## src/rtl/qtable_pkg.sv

```systemverilog
// rtl/qtable_pkg.sv - shared widths, packet-type codes and parser state encoding
package qtable_pkg;

    localparam int MEM_WIDTH  = 8;
    localparam int WORD_WIDTH = 16;
    localparam int PKT_LEN    = 10;

    localparam logic [2:0] PT_HELLO  = 3'd1;
    localparam logic [2:0] PT_JOIN   = 3'd2;
    localparam logic [2:0] PT_UPDATE = 3'd3;
    localparam logic [2:0] PT_DATA   = 3'd4;

    typedef enum logic [2:0] {
        S_HDR,
        S_BODY,
        S_CSUM,
        S_ISSUE,
        S_WAIT
    } state_e;

    function automatic logic type_ok(input logic [2:0] t);
        return (t >= PT_HELLO) && (t <= PT_DATA);
    endfunction

endpackage

```

## src/rtl/qtable_sat_counter.sv

```systemverilog
// rtl/qtable_sat_counter.sv - saturating event counter, holds at all-ones
module qtable_sat_counter #(
    parameter int W = 16
) (
    input  logic         clk,
    input  logic         rst,
    input  logic         inc,
    output logic [W-1:0] count
);

    logic [W-1:0] count_q, count_d;

    always_comb begin
        count_d = count_q;
        if (inc && (count_q != {W{1'b1}}))
            count_d = count_q + W'(1);
    end

    always_ff @(posedge clk or posedge rst) begin
        if (rst)
            count_q <= '0;
        else
            count_q <= count_d;
    end

    assign count = count_q;

endmodule

```

## src/rtl/qtable_pkt_parser.sv

```systemverilog
// rtl/qtable_pkt_parser.sv - byte-stream packet parser feeding the Q-table updater
module qtable_pkt_parser
    import qtable_pkg::*;
#(
    parameter int BYTE_W  = MEM_WIDTH,
    parameter int WORD_W  = WORD_WIDTH,
    parameter int TIMEOUT = 255,
    parameter int CNT_W   = 16
) (
    input  logic              clk,
    input  logic              rst,
    input  logic              in_valid,
    input  logic [BYTE_W-1:0] in_data,
    output logic              in_ready,
    output logic [WORD_W-1:0] fSourceID,
    output logic [WORD_W-1:0] fClusterID,
    output logic [WORD_W-1:0] fEnergyLeft,
    output logic [WORD_W-1:0] fQValue,
    output logic [2:0]        fPacketType,
    output logic              upd_en,
    input  logic              upd_done,
    output logic [CNT_W-1:0]  pkt_count,
    output logic [CNT_W-1:0]  drop_count,
    output logic              err_flag
);

    localparam int FIELD_W  = 4 * WORD_W;
    localparam int LAST_IDX = PKT_LEN - 2;
    localparam int GAP_W    = $clog2(TIMEOUT + 1);

    state_e              state_q, state_d;
    logic [BYTE_W-1:0]   csum_q, csum_d;
    logic [2:0]          type_q, type_d;
    logic [3:0]          idx_q, idx_d;
    logic [FIELD_W-1:0]  body_q, body_d;
    logic [GAP_W-1:0]    gap_q, gap_d;
    logic [WORD_W-1:0]   src_q, src_d, clu_q, clu_d, en_q, en_d, qv_q, qv_d;
    logic [2:0]          ptype_q, ptype_d;
    logic                err_q, err_d;
    logic                timed_out, accept, pkt_inc, drop_inc;

    // The abort cycle also closes in_ready so a byte landing on it is not consumed.
    assign timed_out = (gap_q == GAP_W'(TIMEOUT));
    assign in_ready  = (state_q == S_HDR) ||
                       (((state_q == S_BODY) || (state_q == S_CSUM)) && !timed_out);
    assign accept    = in_valid && in_ready;
    assign upd_en    = (state_q == S_ISSUE);

    always_comb begin
        state_d  = state_q;
        csum_d   = csum_q;
        type_d   = type_q;
        idx_d    = idx_q;
        body_d   = body_q;
        gap_d    = gap_q;
        src_d    = src_q;
        clu_d    = clu_q;
        en_d     = en_q;
        qv_d     = qv_q;
        ptype_d  = ptype_q;
        err_d    = err_q;
        pkt_inc  = 1'b0;
        drop_inc = 1'b0;
        unique case (state_q)
            S_HDR: begin
                if (accept) begin
                    csum_d  = in_data;
                    type_d  = in_data[2:0];
                    idx_d   = 4'd1;
                    gap_d   = '0;
                    state_d = S_BODY;
                end
            end
            S_BODY, S_CSUM: begin
                if (timed_out) begin
                    drop_inc = 1'b1;
                    err_d    = 1'b1;
                    state_d  = S_HDR;
                end else if (!accept) begin
                    gap_d = gap_q + GAP_W'(1);
                end else if (state_q == S_BODY) begin
                    gap_d  = '0;
                    csum_d = csum_q ^ in_data;
                    body_d = {body_q[FIELD_W-BYTE_W-1:0], in_data};
                    idx_d  = idx_q + 4'd1;
                    if (idx_q == 4'(LAST_IDX))
                        state_d = S_CSUM;
                end else begin
                    gap_d = '0;
                    if ((in_data != csum_q) || !type_ok(type_q)) begin
                        drop_inc = 1'b1;
                        err_d    = 1'b1;
                        state_d  = S_HDR;
                    end else begin
                        src_d   = body_q[FIELD_W-1 -: WORD_W];
                        clu_d   = body_q[FIELD_W-WORD_W-1 -: WORD_W];
                        en_d    = body_q[2*WORD_W-1 -: WORD_W];
                        qv_d    = body_q[WORD_W-1:0];
                        ptype_d = type_q;
                        state_d = S_ISSUE;
                    end
                end
            end
            S_ISSUE: begin
                pkt_inc = 1'b1;
                state_d = S_WAIT;
            end
            S_WAIT: begin
                if (upd_done)
                    state_d = S_HDR;
            end
            default: state_d = S_HDR;
        endcase
    end

    always_ff @(posedge clk or posedge rst) begin
        if (rst) begin
            state_q <= S_HDR;
            csum_q  <= '0;
            type_q  <= '0;
            idx_q   <= '0;
            body_q  <= '0;
            gap_q   <= '0;
            src_q   <= '0;
            clu_q   <= '0;
            en_q    <= '0;
            qv_q    <= '0;
            ptype_q <= '0;
            err_q   <= 1'b0;
        end else begin
            state_q <= state_d;
            csum_q  <= csum_d;
            type_q  <= type_d;
            idx_q   <= idx_d;
            body_q  <= body_d;
            gap_q   <= gap_d;
            src_q   <= src_d;
            clu_q   <= clu_d;
            en_q    <= en_d;
            qv_q    <= qv_d;
            ptype_q <= ptype_d;
            err_q   <= err_d;
        end
    end

    qtable_sat_counter #(.W(CNT_W)) u_pkt_cnt (
        .clk   (clk),
        .rst   (rst),
        .inc   (pkt_inc),
        .count (pkt_count)
    );

    qtable_sat_counter #(.W(CNT_W)) u_drop_cnt (
        .clk   (clk),
        .rst   (rst),
        .inc   (drop_inc),
        .count (drop_count)
    );

    assign fSourceID   = src_q;
    assign fClusterID  = clu_q;
    assign fEnergyLeft = en_q;
    assign fQValue     = qv_q;
    assign fPacketType = ptype_q;
    assign err_flag    = err_q;

endmodule

```

## config.mk

```make
export PLATFORM = sky130hd
export DESIGN_NAME = qtable_pkt_parser
export DESIGN_NICKNAME = d
export VERILOG_FILES = /design/src/rtl/qtable_pkg.sv /design/src/rtl/qtable_sat_counter.sv /design/src/rtl/qtable_pkt_parser.sv
export SDC_FILE = /design/constraint.sdc
export NUM_CORES = 1
export LEC_CHECK = 0
export CORE_UTILIZATION = 47
export DETAILED_ROUTE_END_ITERATION = 10
export GPL_ROUTABILITY_DRIVEN = 0
export HOLD_SLACK_MARGIN = 0.06
export PLACE_DENSITY_LB_ADDON = 0.12
export SYNTH_ARGS = -nofsm -noshare
export SYNTH_HDL_FRONTEND = slang
export SYNTH_SLANG_ARGS = --single-unit
```

## constraint.sdc

```tcl
create_clock -name clk -period 11.17 [get_ports clk]
set_input_delay 1.6755 -clock clk [delete_from_list [all_inputs] [get_ports clk]]
set_output_delay 1.6755 -clock clk [all_outputs]
set_load 0.02 [all_outputs]
```

### After elaboration in Yosys (flattened, before gate mapping)

Index checks and enable logic that the tools add are counted.

* bits of input ports: 12
* logic and storage cells: 95
* bits in registers: 190
* output and inout bits: 102

* eq/ne operators: 17
* mux-type cells: 32
* $add $sub $neg: 4
* magnitude comparators: 2
* reduce and logical (&&, ||, !) cells: 22
* bitwise operators: 4

Operators by type and width (number)
* $mux 8: 7
* $add 16x1->16 const B: 2
* $ne 16x16->1 const B: 2
* $pmux 8 s2: 2
* $mux 3: 6
* $mux 4: 4
* $ne 2x2->1 const B: 6
* $pmux 3 s4: 1
* $reduce_and 4->1: 3
* $mux 1: 10
* $reduce_and 5->1: 2
* $add 8x1->8 const B: 1
* $eq 8x8->1 const B: 1
* $ne 8x8->1: 1
* $pmux 4 s2: 1
* $xor 8x8->8: 1
* $eq 3x2->1 const B: 2
* $reduce_bool 2->1: 3
* $logic_and 1x1->1: 5
* $add 4x1->4 const B: 1
* $eq 4x4->1 const B: 1
* $ne 4x4->1 const B: 1
* $eq 3x1->1 const B: 1
* $eq 3x3->1 const B: 1
* other kinds (11): 16

### Logic depth before layout (Yosys ltp)

Gate-level depths: netlist of run 1.

* depth after elaboration: 10
* depth in mapped cells: 10
* gate-level depth less buffers: 7

### Modules after synthesis

From an unflattened synthesis of run 1, not the netlist that was laid out.

* cell total of the unflattened synthesis: 598
* area, all modules: 8277.9 um2

Modules (own cells, without submodules)
* qtable_pkt_parser: instances 1, area each 6718.9 um2, seq. area each 3953.8 um2, cells an instance 460
* qtable_sat_counter at u_drop_cnt: instances 1, area each 805.8 um2, seq. area each 400.4 um2, cells an instance 71
* qtable_sat_counter at u_pkt_cnt: instances 1, area each 753.2 um2, seq. area each 400.4 um2, cells an instance 67

### Worst setup path after synthesis of run 1

No wires, ideal clock.

* kind: register to output
* from: reg gap_q[0]
* to: out in_ready
* slack: 7644 ps
* stages on the path, launching flop included: 8
* path buffers: 2
* data arrival time: 1850 ps
* path through: dfrtp_1 > ha_1 > and3_1 > clkbuf_1 > and2_1 > buf_6 > maj3_1 > nor2_1

* word-level cells in the longest chain between the ends: 4

Ends and longest elaborated chain
* start: declaration: line qtable_pkt_parser.sv:36 `logic [GAP_W-1:0] gap_q, gap_d;`
* start signal: assignment: line qtable_pkt_parser.sv:136 `gap_q <= gap_d;`
* $eq 8x8->1: line qtable_pkt_parser.sv:43 `assign timed_out = (gap_q == GAP_W'(TIMEOUT));`
* $logic_not 1->1: line qtable_pkt_parser.sv:45 `(((state_q == S_BODY) || (state_q == S_CSUM)) && !timed_out);`
* $logic_and 1x1->1: line qtable_pkt_parser.sv:45
* $logic_or 1x1->1: line qtable_pkt_parser.sv:44 `assign in_ready = (state_q == S_HDR) ||`
* end: declaration: line qtable_pkt_parser.sv:14 `output logic in_ready,`

No other way between the ends.

### Worst setup path after layout of run 1

Ends and elaborated chain as after synthesis.

==> key figures, run 1 <==
Synth
  • Seq/Total Area, Yosys: 0.5790
  • Number of synthesized register bits: 190
  • Syn Area/Cell: 13.53 sq um
  • Cells after Synth: 607
  • Top_reg_cell synth: dfrtp_1
  • Area of the mapped netlist: 8212 sq um
  • EDFF count, synth: 0
  • Post-synth ARST share: 1.000
  • Mapped Nets: 624
  • Syn. warnings: 0
  • Unique cell type count in the Yosys netlist: 53

STA
  • Max-slew violation count: 0
  • Clock period minus worst slack: 4.484 ns
  • Achievable Freq: 0.2230 GHz
  • RSZ-0062 raised after global routing: no
  • Setup TNS: 0 ns
  • Fin Clk Skew: 0.01130 ns
  • Final Hold Vio Count: 0
  • Final Setup Violations: 0
  • Worst rel slew slack: 0.1616
  • Period utilisation layout: 0.4014
  • Worst slew pin tran: 1.258 ns

Final layout
  • Most common cell after layout, fill and taps aside: dfrtp_1
  • Layout cell share with drive strength beyond 1: 0.2483
  • Number of diodes: 0
  • Post-Layout Cell Count: 941
  • Fillers: 1332
  • Most frequent cells in the layout: 190 x dfrtp_1, 113 x clkdlybuf4s50_1, 104 x mux2_2
  • Synth-to-Final Area Change: 22.52%
  • Nets: 726

Detailed routing
  • Per-cell routed wire length: 17.18 um
  • Iter 0 DRT Violations: 199
  • Remaining DRCs: 0
  • Drt first pass iters: 4
  • Remaining antenna violation count: 0
  • Routed wire length: 16.16 mm
  • Via Count: 5070
  • Routed vias/inst: 5.388

Clock tree
  • CTS H-tree depth: 4
  • Latest clock arrival within the worst-skew pair: 0.42 ns
  • Post-CTS sizing: 0
  • TritonCTS Sinks: 190
  • CTS Buffer Depth: 2
  • Root Buffer: clkbuf_16
  • Worst-path clk slew: 0.06 ns
  • Inserted Clock Buffers: 17
  • Postcts setup bufs: 0
  • TritonCTS clock tree: built
  • CTS Hold Buffers Added: 0

Setup path
  • Crit-path max FO: 8
  • Crit path buf inv count: 1
  • CP startpoint kind: register
  • CP peak stage delay: 0.62 ns
  • CP required: 9.49 ns
  • CP endpoint kind: primary output
  • Logic depth of the worst setup path including buffers: 6
  • Crit Path Class: reg2out
  • CP arrival: 2.81 ns
  • Reg2Reg Depth: 6
  • Crit-path slowest cell: clkdlybuf4s50_1
  • Critical path's top delay family: simple AND/OR/NAND/NOR gates
  • R2R Setup Slk: 8.23 ns
  • Cells along the critical path: ha_1 > and3_1 > and2_1 > maj3_1 > nor2_1 > clkdlybuf4s50_1

Global route
  • Initial antenna violation count: 0
  • GRT Overall Usage: 0.1903
  • Largest net degree at the start of global routing: 115
  • Vias in the first global route: 5068
  • GRT Residual Overflow: 0
  • First-pass GRT wire length: 26.54 mm

Floorplan
  • Row cnt: 47
  • Initial Utilization: 0.4882
  • Die X: 134.2 um
  • # IOs: 114
  • Chip height: 134.2 um
  • Die area: 18000 sq um
  • Core region area: 16820 sq um

Pwr
  • Maximum VDD drop: 0.0001141 V
  • Pwr Density: 221.5 nW/um^2
  • Pleak: 4.575 nW

Worst hold path
  • Worst min path class: reg2reg
  • WHS Path Cells: 1

Flow run
  • Max cap viols: 0

Place
  • Port Buffers: 113
  • Cells after DPL: 910
  • Hpwl dp: 10.53 mm

Run status
  • Status: finished, final reports clean
==> sequential cells by signal, indices dropped and copies added (netlist names) <==
register,flops
body_q,64
csum_q,8
err_flag,1
fClusterID,16
fEnergyLeft,16
fPacketType,3
fQValue,16
fSourceID,16
gap_q,8
idx_q,4
state_q,3
type_q,3
u_drop_cnt.count,16
u_pkt_cnt.count,16
==> power by group <==
group	leakage (nW)	switching (mW)	total, mW	internal [mW]
clock network	0.292	0.258	0.609	0.351
logic	1.84	0.294	0.597	0.303
registers	2.45	0.164	1.02	0.859
==> synthesized netlist by cell type (5+ instances only) <==
cell      instances  share of area
dfrtp_1         190           0.58
mux2_2          104           0.14
nand2_1          34          0.016
mux2_4           30          0.055
xnor2_1          22          0.023
xor2_1           22          0.023
a21oi_1          19          0.012
nor2_1           18         0.0082
nand3_1          14         0.0085
nor4_1           14          0.011
clkbuf_1         12         0.0055
nand4_1          12         0.0091
buf_2            11         0.0067
inv_1            11         0.0050
o21ai_0          11         0.0067
and3_1           10         0.0076
mux2i_1           8         0.0098
buf_6             7         0.0096
nand2b_1          7         0.0053
ha_1              5         0.0076
==> per-layer routing <==
| layer | part of all wire | vias to the layer above | routed length [um] | track usage |
|---|---|---|---|---|
| li1 | - | 2360 | - | - |
| met1 | 0.49 | 2586 | 7909 | 0.2764 |
| met2 | 0.46 | 113 | 7438 | 0.2855 |
| met3 | 0.040 | 11 | 654 | 0.04082 |
| met4 | 0.0098 | 0 | 159 | 0.06055 |
| met5 | 0 | - | 0 | 0 |
==> cell families (layout without fill, tap and decap cells) <==
logic type,count (synthesis),after routing,synth area share
buffers and inverters,42,156,0.02743
adder cells (fa/ha/maj),6,6,0.008837
flip-flops,190,190,0.5790
AND/OR/NAND/NOR,133,133,0.08807
AO/OA/AOI/OAI,50,50,0.04251
XOR/XNOR,44,44,0.04693
multiplexers,142,142,0.2072
==> per-stage QoR <==
stage	setup slack (ns)	hold WS [ns]	instance area, sq um	utilization	power, mW
after detailed placement	6.754	0.4619	9463	0.5626	1.633
after CTS	6.660	0.4826	10060	0.5982	2.254
after global placement	6.828	0.4631	9463	0.5626	1.600
after global routing	6.550	0.5114	10060	0.5982	2.360
final	6.686	0.4783	10060	0.5982	2.228
after floorplan	4.324	0.4560	8212	-	1.441
==> path summary, 6_finish.rpt <==
| path | start | to |
|---|---|---|
| setup / recovery | gap_q[0]$_DFFE_PP0P_ | in_ready |
| hold / removal | err_flag$_DFFE_PP0P_ | err_flag$_DFFE_PP0P_ |
| setup reg to reg | gap_q[0]$_DFFE_PP0P_ | fSourceID[14]$_DFFE_PP0P_ |
| hold reg to reg | err_flag$_DFFE_PP0P_ | err_flag$_DFFE_PP0P_ |
| max in group asynchronous | rst | type_q[2]$_DFFE_PP0P_ |
| min in group asynchronous | rst | csum_q[5]$_DFFE_PP0P_ |
==> area by class of cell <==
type | instances | area (sq um) | area share
Multi-Input combinational cell | 375 | 3246 | 0.3226
Inverter | 11 | 48.80 | 0.004850
Timing Repair Buffer | 114 | 1139 | 0.1132
Tap cell | 220 | 275.3 | 0.02736
Clock inverter | 10 | 127.6 | 0.01268
Sequential cell | 190 | 4755 | 0.4726
Clock buffer | 21 | 470.5 | 0.04676
==> worst register-to-register path, cell delays in order (launching register included) <==
cell,delay [ns]
dfrtp_1,0.42
ha_1,0.24
and3_1,0.27
and2_1,0.32
nor4_4,0.38
nand2_4,0.59
mux2_2,0.61
(Power assumes the default switching activity.)
==> run 2: changes to the inputs <==
clock period = 4 ns   (was 11.17 ns; I/O delays follow)
==> key figures, run 2 (same netlist as run 1, synthesis figures left out) <==
Final layout
  • Most flop-heavy register: body_q
  • Multi-input logic area: 3243 sq um
  • Nets: 736
  • Largest register FFs: 64
  • Number of diodes: 0
  • Final Util: 0.6014
  • Register Area: 4755 sq um
  • Layout cell share with drive strength beyond 1: 0.2589
  • Most common cell after layout, fill and taps aside: dfrtp_1
  • Fillers: 1328
  • Most frequent cells in the layout: 190 x dfrtp_1, 113 x clkdlybuf4s50_1, 104 x mux2_2
  • Final Cell Area: 10110 sq um
  • Synth-to-Final Area Change: 23.18%

Clock tree
  • CTS H-tree depth: 4
  • CTS Hold Buffers Added: 0
  • Worst-path clk slew: 0.06 ns
  • Post-CTS sizing: 0
  • TritonCTS clock tree: built
  • Root Buffer: clkbuf_16
  • Inserted Clock Buffers: 17
  • Postcts setup bufs: 0
  • CTS Buffer Depth: 2
  • Latest clock arrival within the worst-skew pair: 0.42 ns
  • TritonCTS Sinks: 190

Place
  • Port Buffers: 113
  • Setup slack at placement: 0.6260 ns
  • Hpwl dp: 11.14 mm
  • Post-DP Area: 9569 sq um

Global route
  • First-pass GRT wire length: 26.78 mm
  • Initial antenna violation count: 0
  • Largest net degree at the start of global routing: 49
  • GRT Overall Usage: 0.1916
  • Vias in the first global route: 5182
  • GRT Residual Overflow: 0

STA
  • Worst slew pin tran: 0.8466 ns
  • Final Hold Vio Count: 0
  • Achievable Freq: 0.2886 GHz
  • Fin Clk Skew: 0.01119 ns
  • Final Setup Violations: 0
  • Period utilisation layout: 0.8662
  • Setup TNS: 0 ns
  • Worst Slack Setup Final: 0.5351 ns
  • Max-slew violation count: 0
  • Fin Hold WS: 0.4779 ns
  • RSZ-0062 raised after global routing: no
  • Worst rel slew slack: 0.4322
  • Clock period minus worst slack: 3.465 ns

Floorplan
  • Die area: 18000 sq um
  • Core region area: 16820 sq um
  • Row cnt: 47
  • Die X: 134.2 um
  • Initial Utilization: 0.4882
  • Chip height: 134.2 um
  • # IOs: 114

Flow run
  • Max cap viols: 0

Setup path
  • CP startpoint kind: register
  • R2R Setup Slk: 0.96 ns
  • CP endpoint kind: primary output
  • Crit-path max FO: 8
  • CP required: 3.40 ns
  • Crit-path slowest cell: clkdlybuf4s50_1
  • CP peak stage delay: 0.63 ns
  • Cells along the critical path: ha_1 > and3_1 > and2_1 > maj3_1 > nor2_1 > clkdlybuf4s50_1
  • Crit Path Class: reg2out
  • CP arrival: 2.86 ns
  • Reg2Reg Depth: 7

Detailed routing
  • Remaining antenna violation count: 0
  • Remaining DRCs: 0
  • Drt first pass iters: 4
  • Iter 0 DRT Violations: 309
  • Routed wire length: 16.25 mm
  • Routed vias/inst: 5.418
  • Per-cell routed wire length: 17.11 um
  • Via Count: 5147

Pwr
  • Maximum VDD drop: 0.0003633 V
  • Pleak: 4.601 nW
  • Pwr Density: 605.6 nW/um^2

Worst hold path
  • Worst min path class: reg2reg
  • WHS Path Cells: 1

Run status
  • Status: finished, final reports clean
## run 2: changes by cell type in the layout (fill, tap and decap cells not counted), sizes merged
cell / previous run / this run
clkbuf: 21 / 20
bufinv: 2 / 0
buf: 1 / 11
clkinvlp: 1 / 4
clkinv: 4 / 3
## run 2: path summary, 6_finish.rpt
path                                      start                          endpoint
setup reg to reg           gap_q[0]$_DFFE_PP0P_         fClusterID[3]$_DFFE_PP0P_
setup / recovery           gap_q[0]$_DFFE_PP0P_                          in_ready
hold reg to reg            err_flag$_DFFE_PP0P_              err_flag$_DFFE_PP0P_
min in group asynchronous                   rst             type_q[1]$_DFFE_PP0P_
max in group asynchronous                   rst  u_drop_cnt.count[15]$_DFFE_PP0P_
hold / removal             err_flag$_DFFE_PP0P_              err_flag$_DFFE_PP0P_
## run 2: stage by stage
stage,cells,power [mW]
2_1_floorplan,607,4.024
3_3_place_gp,920,4.527
3_5_place_dp,920,4.594
4_1_cts,950,6.188
5_1_grt,950,6.484
6_report,950,6.125
## run 2: where the power goes
group | leakage, nW | internal [mW] | total [mW] | switching, mW
Combinational | 1.89 | 0.870 | 1.69 | 0.824
Sequential | 2.45 | 2.40 | 2.87 | 0.466
Clock | 0.263 | 0.847 | 1.57 | 0.718
Total | 4.60 | 4.12 | 6.13 | 2.01
## run 2: cell type report
type | instances | share of cell area
repair buffers | 124 | 0.1237
well taps | 220 | 0.02721
inverters | 11 | 0.004453
multi-input cells | 375 | 0.3206
flip-flops and latches | 190 | 0.4701
clock buffers | 20 | 0.04614
clock inverters | 10 | 0.007793
## run 2: worst max-delay path, delay by kind of cell (launching register included)
| family | cells | cell delay [ns] |
|---|---|---|
| buffers and inverters | 1 | 0.63 |
| and+or+nand+nor | 3 | 0.73 |
| DFF | 1 | 0.41 |
| adders and majority gates | 2 | 0.66 |
## run 2: metal layers
metal	GRT usage	part of all wire
met4	0.06617	0.013
met2	0.2832	0.45
met1	0.2800	0.50
met5	0	0
met3	0.04082	0.042
==> patch: new RTL, config.mk and constraints of run 2 <==
Change the parameter `TIMEOUT` from 255 to 510.
--- a/src/rtl/qtable_pkt_parser.sv
+++ b/src/rtl/qtable_pkt_parser.sv
@@ -4,7 +4,7 @@
 #(
     parameter int BYTE_W  = MEM_WIDTH,
     parameter int WORD_W  = WORD_WIDTH,
-    parameter int TIMEOUT = 255,
+    parameter int TIMEOUT = 510,
     parameter int CNT_W   = 16
 ) (
     input  logic              clk,
Check against the original RTL: no difference found for any inputs over 4 cycles, from zero or initial values and one cycle with rst high; that may be too few to reach the edited logic, so the function may still have changed.
==> patch against run 2 <==
- wire length fell by 3.5%
- global-route usage fell by 0.46 points
- area after synthesis shrank 0.49%
- power shrank 12%
- via count fell by 2.4%
- worst hold slack improved by 8.2 ps
- design area shrank 0.38%
- non-clock buffer count fell by 3
- setup slack better by 560 ps
- die area down 0.48%
- sequential cell count rose by 1
- count of clock-buffer cells in the layout down 1
- utilization about the same
- largest cell class unchanged
- largest power group unchanged
==> patch: results <==
{
  "grt_max_degree": 87,
  "dp_hpwl_um": 10600,
  "post-place-ws_ps": 892,
  "synth-adder-area-share": 0.00919,
  "reg2regPathDepth": 6,
  "crit_start": "state_q[1]",
  "run_status": "finished, final reports clean",
  "grt_first_pass_wirelength_um": 26300,
  "drtIter0Drc": 220,
  "synth.top_cells.by_count": "dfrtp_1 (191), mux2_2 (106), mux2_4 (30), nand2_1 (25), xor2_1 (25)",
  "wirelength_um": 15700,
  "cp_max_fo": 13,
  "whs_ps": 486,
  "syn-num-nets": 615,
  "synth-seq-area-share": 0.585,
  "r2r_slack_ps": 1410,
  "avgRoutedWirePerCell_um": 16.6,
  "min_period_over_period": 0.727,
  "grt_pass1_vias": 5071,
  "fin_skew_ps": 7.91,
  "dp_cells": 912,
  "min_path_type": "in2async",
  "synth-compound-area-share": 0.0345,
  "synth_xor_area_frac": 0.0493,
  "r2r_end": "body_q[28]",
  "synth.distinct_cells": 46,
  "synth.avg_cell_area_sq_um": 13.7,
  "synth_top_cells_by_area": "dfrtp_1 (58%), mux2_2 (15%), mux2_4 (5.5%), xor2_1 (2.7%), xnor2_1 (2.3%)",
  "vias": 5024,
  "nets": 729,
  "worst_slew_margin_rel": 0.400,
  "clock_path_buffers": 2,
  "max_stage_delay_ps": 550,
  "crit_family": "buffers and inverters",
  "placed_area_sq_um": 9520,
  "powerDensity_nw_per_um2": 536,
  "track_usage": 0.187,
  "synth_mux_area_frac": 0.211
}
[patch: cell count changes after synthesis, moves of 4 or more]
cell | before | now
or3_1 | 0 | 4
nor3_1 | 3 | 9
clkbuf_1 | 12 | 7
and3_1 | 10 | 5
o21ai_0 | 11 | 6
nand3_1 | 14 | 20
nand2_1 | 34 | 25
nand2b_1 | 7 | 3
[patch: final cells by class]
class                      instances  share of cell area
timing repair buffer             121               0.122
sequential                       191               0.474
clock buffer                      19              0.0440
inverter                          12             0.00484
tap                              220              0.0273
multi-input combinational        368               0.317
clock inverter                    12              0.0111
[patch: report_power, final]
group	internal, mW	switching (mW)	total, mW	leakage (nW)
Sequential	2.38	0.379	2.75	2.49
Clock	0.875	0.725	1.60	0.266
Combinational	0.589	0.455	1.04	1.92
[patch: metal layers]
layer,vias up,wire (um),global-route usage,share of wire
met1,2549,7260,0.251,0.46
met4,0,248,0.0682,0.016
met3,21,475,0.0370,0.030
met5,-,0,0,0
met2,92,7710,0.302,0.49
li1,2362,-,-,-
